## src/rtl/pipe_ctrl_if.sv

```systemverilog
// pipe_ctrl_if: stall/flush request and control bundle between the pipeline and pipe_ctrl
interface pipe_ctrl_if #(
  parameter int Stages   = 6,
  parameter int CntWidth = 32
) ();
  logic [Stages-1:0]   stallreq;
  logic [Stages-1:0]   flushreq;
  logic [Stages-1:0]   flush_ack;
  logic [Stages-1:0]   stall;
  logic [Stages-1:0]   flush;
  logic                halt_req;
  logic                resume;
  logic                halted;
  logic [CntWidth-1:0] cycle_cnt;
  logic [CntWidth-1:0] stall_cnt;
  modport master (
    output stallreq, flushreq, halt_req, resume,
    input  flush_ack, stall, flush, halted, cycle_cnt, stall_cnt
  );
  modport slave (
    input  stallreq, flushreq, halt_req, resume,
    output flush_ack, stall, flush, halted, cycle_cnt, stall_cnt
  );
endinterface

```

## src/rtl/pipe_ctrl.sv

```systemverilog
// pipe_ctrl: per-register stall/flush decode, flush arbitration, halt-drain FSM and perf counters
module pipe_ctrl #(
  parameter int Stages      = 6,
  parameter int CntWidth    = 32,
  parameter int DrainCycles = Stages - 1
) (
  input logic       clk,
  input logic       rst,
  pipe_ctrl_if.slave bus
);
  localparam int DW = $clog2(DrainCycles + 2);
  typedef enum logic [1:0] {RUN, DRAIN, HALTED} state_t;
  state_t              state_q, state_d;
  logic [DW-1:0]       drain_q, drain_d;
  logic [CntWidth-1:0] cyc_q, cyc_d, stc_q, stc_d;
  logic                init_q, init_d;
  logic [Stages-1:0]   sm, fm, bubble, st, fl_raw;
  logic                acc_s, acc_f, blank, hon, run, drain, hlt;
  // decode: sm marks registers at or below the oldest stall, fm those at or below the oldest redirect
  always_comb begin
    acc_s = 1'b0;
    acc_f = 1'b0;
    sm = '0;
    fm = '0;
    for (int k = Stages - 1; k >= 0; k--) begin
      acc_s = acc_s | bus.stallreq[k];
      acc_f = acc_f | bus.flushreq[k];
      sm[k] = acc_s;
      fm[k] = acc_f;
    end
    run = state_q == RUN;
    drain = state_q == DRAIN;
    hlt = state_q == HALTED;
    blank = rst | init_q;
    hon = acc_f & ~|(bus.stallreq & ~(fm >> 1)) & ~blank & ~hlt;
    bubble = (sm << 1) & ~sm;
    st = (sm & ~((hon && run) ? Stages'(1) : '0)) | (drain ? Stages'(1) : '0);
    fl_raw = bubble | (hon ? (fm & ~Stages'(1)) : '0) | (drain ? Stages'(2) : '0);
    bus.stall = blank ? '0 : hlt ? '1 : st;
    bus.flush = blank ? '1 : hlt ? '0 : (fl_raw & ~sm);
    bus.flush_ack = hon ? (fm & ~(fm >> 1)) : '0;
    bus.halted = ~blank & hlt;
  end
  // next state: halt drain sequencing and saturating counters
  always_comb begin
    state_d = state_q;
    drain_d = drain_q;
    init_d = 1'b0;
    case (state_q)
      RUN: if (bus.halt_req) begin
        state_d = DRAIN;
        drain_d = DW'(DrainCycles);
      end
      DRAIN: if (hon) drain_d = DW'(DrainCycles);
        else if (~acc_s) begin
          drain_d = drain_q - DW'(1);
          if (drain_q <= DW'(1)) state_d = HALTED;
        end
      default: if (bus.resume) state_d = RUN;
    endcase
    cyc_d = cyc_q + CntWidth'(~hlt && cyc_q != '1);
    stc_d = stc_q + CntWidth'(acc_s && ~hlt && ~blank && stc_q != '1);
  end
  // state register; reset leaves a one-cycle all-flush window via init_q
  always_ff @(posedge clk) begin
    if (rst) begin
      state_q <= RUN;
      drain_q <= '0;
      cyc_q <= '0;
      stc_q <= '0;
      init_q <= 1'b1;
    end else begin
      state_q <= state_d;
      drain_q <= drain_d;
      cyc_q <= cyc_d;
      stc_q <= stc_d;
      init_q <= init_d;
    end
  end
  assign bus.cycle_cnt = cyc_q;
  assign bus.stall_cnt = stc_q;
endmodule

```

## src/flat_wrapper.sv

```systemverilog
// flat-port wrapper written by rule: the top's interface ports become plain ports
module pipe_ctrl_flat 
#(
  parameter int Stages      = 6,
  parameter int CntWidth    = 32,
  parameter int DrainCycles = Stages - 1
)
  (clk, rst, bus_stallreq, bus_flushreq, bus_halt_req, bus_resume, bus_flush_ack, bus_stall, bus_flush, bus_halted, bus_cycle_cnt, bus_stall_cnt);
  pipe_ctrl_if #(.Stages(Stages), .CntWidth(CntWidth)) bus_i ();
  input logic clk;
  input logic rst;
  input wire logic [$bits(bus_i.stallreq)-1:0] bus_stallreq;
  input wire logic [$bits(bus_i.flushreq)-1:0] bus_flushreq;
  input wire logic [$bits(bus_i.halt_req)-1:0] bus_halt_req;
  input wire logic [$bits(bus_i.resume)-1:0] bus_resume;
  output wire logic [$bits(bus_i.flush_ack)-1:0] bus_flush_ack;
  output wire logic [$bits(bus_i.stall)-1:0] bus_stall;
  output wire logic [$bits(bus_i.flush)-1:0] bus_flush;
  output wire logic [$bits(bus_i.halted)-1:0] bus_halted;
  output wire logic [$bits(bus_i.cycle_cnt)-1:0] bus_cycle_cnt;
  output wire logic [$bits(bus_i.stall_cnt)-1:0] bus_stall_cnt;
  assign bus_i.stallreq = bus_stallreq;
  assign bus_i.flushreq = bus_flushreq;
  assign bus_i.halt_req = bus_halt_req;
  assign bus_i.resume = bus_resume;
  assign bus_flush_ack = bus_i.flush_ack;
  assign bus_stall = bus_i.stall;
  assign bus_flush = bus_i.flush;
  assign bus_halted = bus_i.halted;
  assign bus_cycle_cnt = bus_i.cycle_cnt;
  assign bus_stall_cnt = bus_i.stall_cnt;
  pipe_ctrl #(.Stages(Stages), .CntWidth(CntWidth), .DrainCycles(DrainCycles)) u_core (.clk(clk), .rst(rst), .bus(bus_i));
endmodule
```

## config.mk

```make
export PLATFORM = sky130hd
export DESIGN_NAME = pipe_ctrl_flat
export DESIGN_NICKNAME = d
export VERILOG_FILES = /design/src/rtl/pipe_ctrl_if.sv /design/src/rtl/pipe_ctrl.sv /design/src/flat_wrapper.sv
export SDC_FILE = /design/constraint.sdc
export NUM_CORES = 1
export LEC_CHECK = 0
export CORE_MARGIN = 10
export CORE_UTILIZATION = 45
export CTS_BUF_LIST = sky130_fd_sc_hd__clkbuf_8
export DETAILED_ROUTE_END_ITERATION = 7
export PLACE_DENSITY = 0.76
export SYNTH_ARGS = -nofsm -noshare
export SYNTH_HDL_FRONTEND = slang
export SYNTH_SLANG_ARGS = --single-unit
```

## constraint.sdc

```tcl
create_clock -name clk -period 6.11 [get_ports clk]
set_input_delay 1.222 -clock clk [delete_from_list [all_inputs] [get_ports clk]]
set_output_delay 1.222 -clock clk [all_outputs]
set_load 0.005 [all_outputs]
```

After elaboration in Yosys (flattened, before gate mapping)
Index checks and enable logic that the tools add are counted.
{ "classes": {"div_mod_pow": 0, "n_mux": 20, "reduce_logical": 12, "bitwise_logic": 28, "magnitude_cmp": 1, "shift": 0, "eq_ne": 9, "add_sub_neg": 3, "mul": 0} }
{ "op_table": {"columns": ["operator", "count"], "rows": [
  ["$add 32x1->32", 2],
  ["$ne 32x32->1 const B", 2],
  ["$mux 6", 6],
  ["$and 6x6->6", 5],
  ["$or 6x6->6", 3],
  ["$mux 2", 6],
  ["$not 6->6", 2],
  ["$or 1x1->1", 11],
  ["$mux 3", 3],
  ["$ne 2x2->1 const B", 4],
  ["$not 5->6", 1],
  ["$pmux 3 s2", 1],
  ["$reduce_or 6->1", 1],
  ["$logic_and 1x1->1", 5],
  ["$reduce_and 5->1", 1],
  ["$and 1x1->1", 4],
  ["$pmux 2 s2", 1],
  ["$le 3x1->1 const B", 1],
  ["$mux 1", 3],
  ["$ne 3x3->1 const B", 1],
  ["$reduce_and 3->1", 1],
  ["$reduce_bool 3->1", 1],
  ["$sub 3x1->3 const B", 1],
  ["$eq 2x1->1 const B", 1],
  ["other kinds (5)", 6]
]} }
{ "word_totals": {"ramBits": 0, "latchBits": 0, "inputBits": 16, "output_inout_bits": 83, "rom_bits": 0, "mem_count": 0, "ff_bits": 70} }

Depth between registers and ports, before layout
Gate-level depths: netlist (run 1).
{ "depth": {"ltp_word": 18, "ltp_mapped": 13, "depth_no_buf": 12} }

Worst setup path after synthesis (run 1)
OpenSTA, ideal clock, no wires.
{ "synth_path": {"path_type": "input to output", "from": "input port bus_flushreq[4]", "to": "output port bus_flush[2]", "t_arrival_ns": 2.579, "path_slack_ns": 2.309, "required_ns": 4.888, "path_stages": 5, "path_buffers": 1, "cell_sequence": "or3_1 or2_1 o2111a_1 clkbuf_1 a221o_1"} }
{ "synth_via": {"elab_chain_cells": 17, "word_cells_on_any_way": 18, "cone_classes": "mux: 3; bitwise: 13; reduce/logical: 2"} }
{ "synth_lines": {"columns": ["element", "line", "source"], "rows": [
  ["start: declaration", "flat_wrapper.sv:13", "input wire logic [$bits(bus_i.flushreq)-1:0] bus_flushreq;"],
  ["$or 1x1->1 *", "pipe_ctrl.sv:27", "acc_f = acc_f | bus.flushreq[k];"],
  ["$or 1x1->1 (3 in series)", "pipe_ctrl.sv:27", null],
  ["$not 5->6", "pipe_ctrl.sv:35", "hon = acc_f & ~|(bus.stallreq & ~(fm >> 1)) & ~blank & ~hlt;"],
  ["$and 6x6->6", "pipe_ctrl.sv:35", null],
  ["$reduce_or 6->1", "pipe_ctrl.sv:35", null],
  ["$logic_not 1->1", "pipe_ctrl.sv:35", null],
  ["$and 1x1->1 (3 in series)", "pipe_ctrl.sv:35", null],
  ["$mux 6 *", "pipe_ctrl.sv:38", "fl_raw = bubble | (hon ? (fm & ~Stages'(1)) : '0) | (drain ? Stages'(2) : '0);"],
  ["$or 6x6->6 * (2 in series)", "pipe_ctrl.sv:38", null],
  ["$and 6x6->6 *", "pipe_ctrl.sv:40", "bus.flush = blank ? '1 : hlt ? '0 : (fl_raw & ~sm);"],
  ["$mux 6 * (2 in series)", "pipe_ctrl.sv:40", null],
  ["end: declaration", "flat_wrapper.sv:18", "output wire logic [$bits(bus_i.flush)-1:0] bus_flush;"]
]} }
Every way passes the cells marked *; elsewhere a longest branch is shown, timed or not.

Worst setup path in the final report (run 1)
{ "layout_path": {"from": "input port bus_flushreq[4]", "to": "output port bus_flush[5]"} }
{ "layout_via": {"elab_chain_cells": 17, "word_cells_on_any_way": 18, "cone_classes": "mux: 3; bitwise: 13; reduce/logical: 2"} }
{ "layout_lines": {"columns": ["element", "line"], "rows": [
  ["$or 1x1->1 *", "pipe_ctrl.sv:27"],
  ["$or 1x1->1 (3 in series)", "pipe_ctrl.sv:27"],
  ["$not 5->6", "pipe_ctrl.sv:35"],
  ["$and 6x6->6", "pipe_ctrl.sv:35"],
  ["$reduce_or 6->1", "pipe_ctrl.sv:35"],
  ["$logic_not 1->1", "pipe_ctrl.sv:35"],
  ["$and 1x1->1 * (3 in series)", "pipe_ctrl.sv:35"],
  ["$mux 6 *", "pipe_ctrl.sv:38"],
  ["$or 6x6->6 * (2 in series)", "pipe_ctrl.sv:38"],
  ["$and 6x6->6 *", "pipe_ctrl.sv:40"],
  ["$mux 6 * (2 in series)", "pipe_ctrl.sv:40"]
]} }
Marks and branches as above.

==> out/metrics.cfg, run 1 <==
[run_status]
outcome=complete, no violations

[placement]
dp_hpwl_um=6780
port_buffers=98
post-place-ws_ns=1.20
dpl_cell_area_mm2=0.00447
globalplace.congestion=0.822
dp.cells=595

[drt]
drt_first_pass_iters=4
wire_per_inst_um=15.1
drc=0
num_vias=3279
ant_nets=0
avgViaCountPerCell=5.37
routed_wl_um=9220
drt_iter0_drc=135

[pwr]
p_leak_nw=1.67
power_density_mw_per_mm2=208
vdd_drop_max_mv=0.160

[critical_path]
cp_top_family=buffers and inverters
start_kind=primary input
critical_path_arrival_ns=3.71
reg2reg_to=u_core.bus.stall_cnt[22]$_SDFF_PP0_
slowest_stage=clkdlybuf4s50_1
cp_max_fo=12
path_cells=clkdlybuf4s50_1 -> or3_1 -> or2_1 -> o2111a_1 -> and2_1 -> a211o_1 -> clkdlybuf4s50_1
rr_startpoint=u_core.bus.stall_cnt[8]$_SDFF_PP0_
ff2ff_setup_slack_ns=2.85
critical_path.most_common_cell=clkdlybuf4s50_1
critPathCaptureType=primary output
crit_type=in2out
r2r_cells=12
critPathRequiredTime_ns=4.89
slowest_delay_ns=0.46
timing.critical_path.buf_inv=2

[sta]
rsz0062_at_grt=false
finClkSkew_ns=0.0124
period_needed_ns=4.93
setup_tns_ns=0
fin_ws_ns=1.18
fmax_ghz=0.203
slew_violations=0
worstMarginPinSlew_ns=0.704
slew_headroom_pct=53.1
min_period_over_period_pct=80.7
setup_viol=0
hold_viol=0

[clock_tree]
clk_latency_ns=0.35
cts_num_sinks=70
htreeDepth=3
cts_resized=0
clk_pin_slew_worst_paths_ns=0.07
cts_hold_buf=0
cts_root_buf=clkbuf_8
cts_made_buffers=9
postCtsSetupRepairBufs=0
cts_tree=done
cts_buffer_depth=2

[synthesis]
synthArstFlopShare_pct=0
ys_seq_area_share_pct=41.0
syn-num-nets=435
synth_compound_area_share_pct=9.32
synth-simple-area-share_pct=32.4
synth_edf_count=0
synth_top_family_by_area=simple AND/OR/NAND/NOR gates
synthCells=413
synth_seq_cells=70
yosysWarnings=0
yosysTopAreaCellShare_pct=41.0
synth_fa_ha_area_share_pct=2.19
syn_area_mm2=0.00342
ys.flop_type=dfxtp_1
synthMuxAreaShare_pct=0.293
yosys.area.top_type=dfxtp_1
yosys-top-cells-area=dfxtp_1, xor2_1, nor2_1, nand4_1, nand3_1
synth_cell_type_count=41
synthXorXnorAreaFrac_pct=11.8
syn_avg_cell_area_um2=8.29

[worst_hold_path]
hold_path_startpoint=u_core.drain_q[1]$_SDFFE_PP0P_
hold_class=reg2reg
min_to=u_core.drain_q[1]$_SDFFE_PP0P_
hold_depth=2

[layout]
final_nets=529
syn_to_final_growth_pct=37.6
layout-drive-gt1-share_pct=4.30
diodes=0
layout_common_cells=clkdlybuf4s50_1, dfxtp_1, nor2_1
stdcell_count=611
final_common_cell=clkdlybuf4s50_1
design_area_mm2=0.00471

[floorplanning]
die_w_um=107
core_area_mm2=0.00733
die_h_um=107
dieArea_mm2=0.0115
ios=99
num_rows=31
start_util_pct=46.7

[flow_run]
cap_violations=0

[global_routing]
track_usage_pct=16.0
grt_max_degree=71
overflow=0
grt_pass1_vias=3133
antenna_found_initial=0
grt_pass1_wl_um=15400

==> registers in the layout, summed over array words and instances, names as in the netlist <==
name and flops:
u_core.bus.cycle_cnt 32, u_core.bus.stall_cnt 32, u_core.drain_q 3, u_core.state_q 2, u_core.init_q 1
==> metal layers <==
metal | share of wire [%] | global-route usage (%) | vias to the layer above
met5 | 0 | 0 | -
met4 | 1.5 | 6.38 | 0
met3 | 7.6 | 4.73 | 10
met2 | 46 | 25.4 | 93
met1 | 45 | 19.9 | 1540
li1 | - | - | 1636
==> logic make-up (layout without fill, tap and decap cells) <==
group                    Yosys count  after routing
AND/OR/NAND/NOR                  210            210
flip-flops                        70             70
AO/OA/AOI/OAI                     53             53
XOR/XNOR                          46             46
buffers and inverters             27            126
adder cells (fa/ha/maj)            6              6
multiplexers                       1              1
==> worst register-to-register path, delay by kind of cell (launching register included) <==
kind | cells | cell delay [ns]
adder cells (fa/ha/maj) | 2 | 0.44
AO/OA/AOI/OAI | 1 | 0.14
flip-flops | 1 | 0.38
AND/OR/NAND/NOR | 9 | 2.21
==> cells in the mapped netlist, types with 4 or more instances <==
cell type / number
dfxtp_1: 70
nor2_1: 63
xor2_1: 36
nand3_1: 26
a21oi_1: 21
nand4_1: 21
nand2_1: 20
o21ai_0: 16
clkbuf_1: 15
and3_1: 14
or3_1: 14
and4_1: 12
inv_1: 11
nor3_1: 11
xnor2_1: 10
and2_1: 9
nor2b_1: 7
ha_1: 6
nand2b_1: 4
==> layout make-up <==
type,instances,area [µm²]
inverter,11,41.3
clock buffer,12,165
multi-input combinational,316,1920
fill,611,2620
clock inverter,4,76.3
sequential,70,1400
tap,99,124
timing repair buffer,99,983
==> how the worst max path moves through the flow <==
stage / start / end / slack, ns / depth (start not counted)
after global routing: bus_flushreq[4] / bus_flush[5] / 1.09 / 7
after global placement: bus_flushreq[4] / bus_flush[5] / 1.26 / 7
final: bus_flushreq[4] / bus_flush[5] / 1.18 / 7
after CTS: bus_flushreq[4] / bus_flush[5] / 1.20 / 7
after floorplan: bus_flushreq[4] / bus_flush[2] / 2.31 / 5
after detailed placement: bus_flushreq[5] / bus_flush[5] / 1.20 / 7
==> where the power goes <==
part	total, W	switching [W]	internal, W
combinational	0.0000673	0.0000329	0.0000344
sequential	0.000468	0.00000661	0.000461
clock	0.000443	0.000178	0.000265
==> metrics by stage <==
stage | hold WS (ns) | power [W] | utilization, %
after detailed placement | 0.457 | 0.000546 | 60.9
final | 0.466 | 0.000978 | 64.2
after CTS | 0.467 | 0.000986 | 64.2
after global routing | 0.498 | 0.00101 | 64.2
after global placement | 0.451 | 0.000544 | 60.9
after floorplan | 0.438 | 0.000511 | -
No activity file was read; power rests on OpenSTA's default activity.
==> run 2: changes to the inputs <==
==> constraint.sdc (replaced) <==
create_clock -name clk -period 5.14 [get_ports clk]
set_input_delay 1.028 -clock clk [delete_from_list [all_inputs] [get_ports clk]]
set_output_delay 1.028 -clock clk [all_outputs]
set_load 0.005 [all_outputs]
==> run 2 against run 1 <==
Compared with the run above:
- combinational power up 19%
- setup slack got worse by 0.59 ns
- largest power group unchanged
- sequential power grew 19%
- first-iteration DRC count decreased by 36%
- critical path type unchanged
- critical path depth unchanged
- critical endpoint unchanged
==> out/metrics.cfg, run 2 (synthesized netlist as in run 1, its figures left out) <==
[pwr]
switchingPower_w=0.000252  ; was 0.000217 W
power_density_mw_per_mm2=224  ; was 208 mW/mm²
p_comb_share_pct=7.7  ; was 6.9%
p_int_w=0.000790  ; was 0.000761 W
seq_power_share_pct=53.4  ; was 47.8%
netSwitchingFraction_pct=24.2  ; was 22.2%
vdd_drop_max_mv=0.145  ; was 0.160 mV
clockPowerShare_pct=38.9  ; was 45.3%
p_leak_nw=1.64  ; was 1.67 nW

[clock_tree]
cts_buffer_depth=2  ; unchanged
cts_made_buffers=9  ; unchanged
cts_resized=0  ; unchanged
cts_num_sinks=70  ; unchanged
cts_tree=done  ; unchanged
clk_latency_ns=0.34  ; was 0.35 ns
postCtsSetupRepairBufs=0  ; unchanged
clk_pin_slew_worst_paths_ns=0.07  ; about the same
htreeDepth=3  ; unchanged
cts_hold_buf=0  ; unchanged
cts_root_buf=clkbuf_8  ; unchanged

[critical_path]
start_kind=primary input  ; unchanged
critPathCaptureType=primary output  ; unchanged
rr_startpoint=u_core.bus.stall_cnt[8]$_SDFF_PP0_  ; unchanged
critical_path_arrival_ns=3.52  ; was 3.71 ns
critPathRequiredTime_ns=4.11  ; was 4.89 ns
crit_type=in2out  ; unchanged
ff2ff_setup_slack_ns=1.90  ; was 2.85 ns
cp_max_fo=12  ; unchanged
crit_start=bus_flushreq[5]  ; was bus_flushreq[4]

[drt]
num_vias=3282  ; was 3,279
drt_iter0_drc=86  ; was 135
wl_met3_um=681  ; was 697 µm
routed-wl-met2_um=4110  ; was 4210 µm
drt-met1-wl_um=4200  ; was 4170 µm
ant_nets=0  ; unchanged
avgViaCountPerCell=5.37  ; about the same
drt_first_pass_iters=4  ; unchanged
routed_wl_um=9100  ; was 9220 µm
drc=0  ; unchanged
top_layer=met4  ; unchanged
wire_per_inst_um=14.9  ; was 15.1 µm

[floorplanning]
num_rows=31  ; unchanged
die_h_um=107  ; unchanged
ios=99  ; unchanged
start_util_pct=46.7  ; unchanged
core_area_mm2=0.00733  ; unchanged
dieArea_mm2=0.0115  ; unchanged
die_w_um=107  ; unchanged

[layout]
final_common_cell=clkdlybuf4s50_1  ; unchanged
final_util_pct=63.4  ; was 64.2%
syn_to_final_growth_pct=35.9  ; was 37.6%
diodes=0  ; unchanged
layout_common_cells=clkdlybuf4s50_1, dfxtp_1, nor2_1  ; unchanged
layout-drive-gt1-share_pct=4.30  ; unchanged
final_nets=529  ; unchanged

[sta]
min_period_over_period_pct=88.4
rsz0062_at_grt=false  ; unchanged
worstMarginPinSlew_ns=0.720  ; was 0.704 ns
hold_viol=0  ; unchanged
setup_viol=0  ; unchanged
finClkSkew_ns=0.00641  ; was 0.0124 ns
period_needed_ns=4.54
setup_tns_ns=0  ; unchanged
slew_headroom_pct=52.0  ; was 53.1%
slew_violations=0  ; unchanged
fmax_ghz=0.220

[global_routing]
overflow=0  ; unchanged
antenna_found_initial=0  ; unchanged
grt_pass1_wl_um=14900  ; was 15,400 µm
track_usage_pct=15.5  ; was 16.0%
grt_pass1_vias=2993  ; was 3,133
grt_max_degree=71  ; unchanged

[placement]
dp_hpwl_um=6680  ; was 6780 µm
globalplace.congestion=0.814  ; was 0.822
port_buffers=98  ; unchanged

[flow_run]
cap_violations=0  ; unchanged

[run_status]
outcome=complete, no violations  ; unchanged

[worst_hold_path]
hold_class=reg2reg  ; unchanged
hold_path_startpoint=u_core.drain_q[1]$_SDFFE_PP0P_  ; unchanged

## run 2: changes by cell type in the layout (fill, tap and decap cells not counted)
cell	before	now
clkinvlp_4	1	2
clkinv_2	0	2
inv_6	1	0
clkinv_4	0	1
bufinv_16	2	0
clkbuf_8	12	11
## run 2: metrics by stage
step           hold WS (ns)  setup slack (ns)  total power [W]  instance area [µm²]  instances
6_report              0.464             0.596          0.00104                 4650        611
4_1_cts               0.470             0.598          0.00105                 4650        611
3_5_place_dp          0.461             0.611         0.000648                 4470        595
5_1_grt               0.495             0.453          0.00108                 4650        611
2_1_floorplan         0.438              1.73         0.000608                 3420        413
3_3_place_gp          0.451             0.673         0.000647                 4470        595
## run 2: final timing paths
| check | end | cells after the start |
|---|---|---|
| worst min-delay path | u_core.drain_q[1]$_SDFFE_PP0P_ | 2 |
| worst min register to register | u_core.drain_q[1]$_SDFFE_PP0P_ | 2 |
| worst max-delay path | bus_flush[5] | 7 |
| worst max register to register | u_core.bus.stall_cnt[22]$_SDFF_PP0_ | 12 |
## run 2: critical path, cell delays in order
cell             delay [ns]
clkdlybuf4s50_1        0.47
or3_1                  0.41
or2_1                  0.25
o2111a_1               0.39
and2_1                 0.24
a211o_1                0.27
clkdlybuf4s50_1        0.45
## run 2: power by group through the flow
stage	Clock [W]	Combinational (W)	Sequential [W]
global route	0.000434	0.0000895	0.000557
finish	0.000406	0.0000798	0.000556
floorplan	0	0.0000416	0.000566
global placement	0	0.0000784	0.000568
detailed placement	0	0.0000796	0.000569
CTS	0.000418	0.0000804	0.000556
## run 2: cell type report
class,count,area (µm²)
tap,99,124
sequential,70,1400
fill,623,2680
clock inverter,5,33.8
inverter,11,41.3
multi-input combinational,316,1920
clock buffer,11,151
timing repair buffer,99,983
## run 2: per-layer routing
| metal | vias up | global-route usage [%] |
|---|---|---|
| met2 | 89 | 23.9 |
| met3 | 10 | 4.97 |
| met4 | 0 | 5.80 |
| met1 | 1546 | 19.6 |
| li1 | 1637 | - |
| met5 | - | 0 |
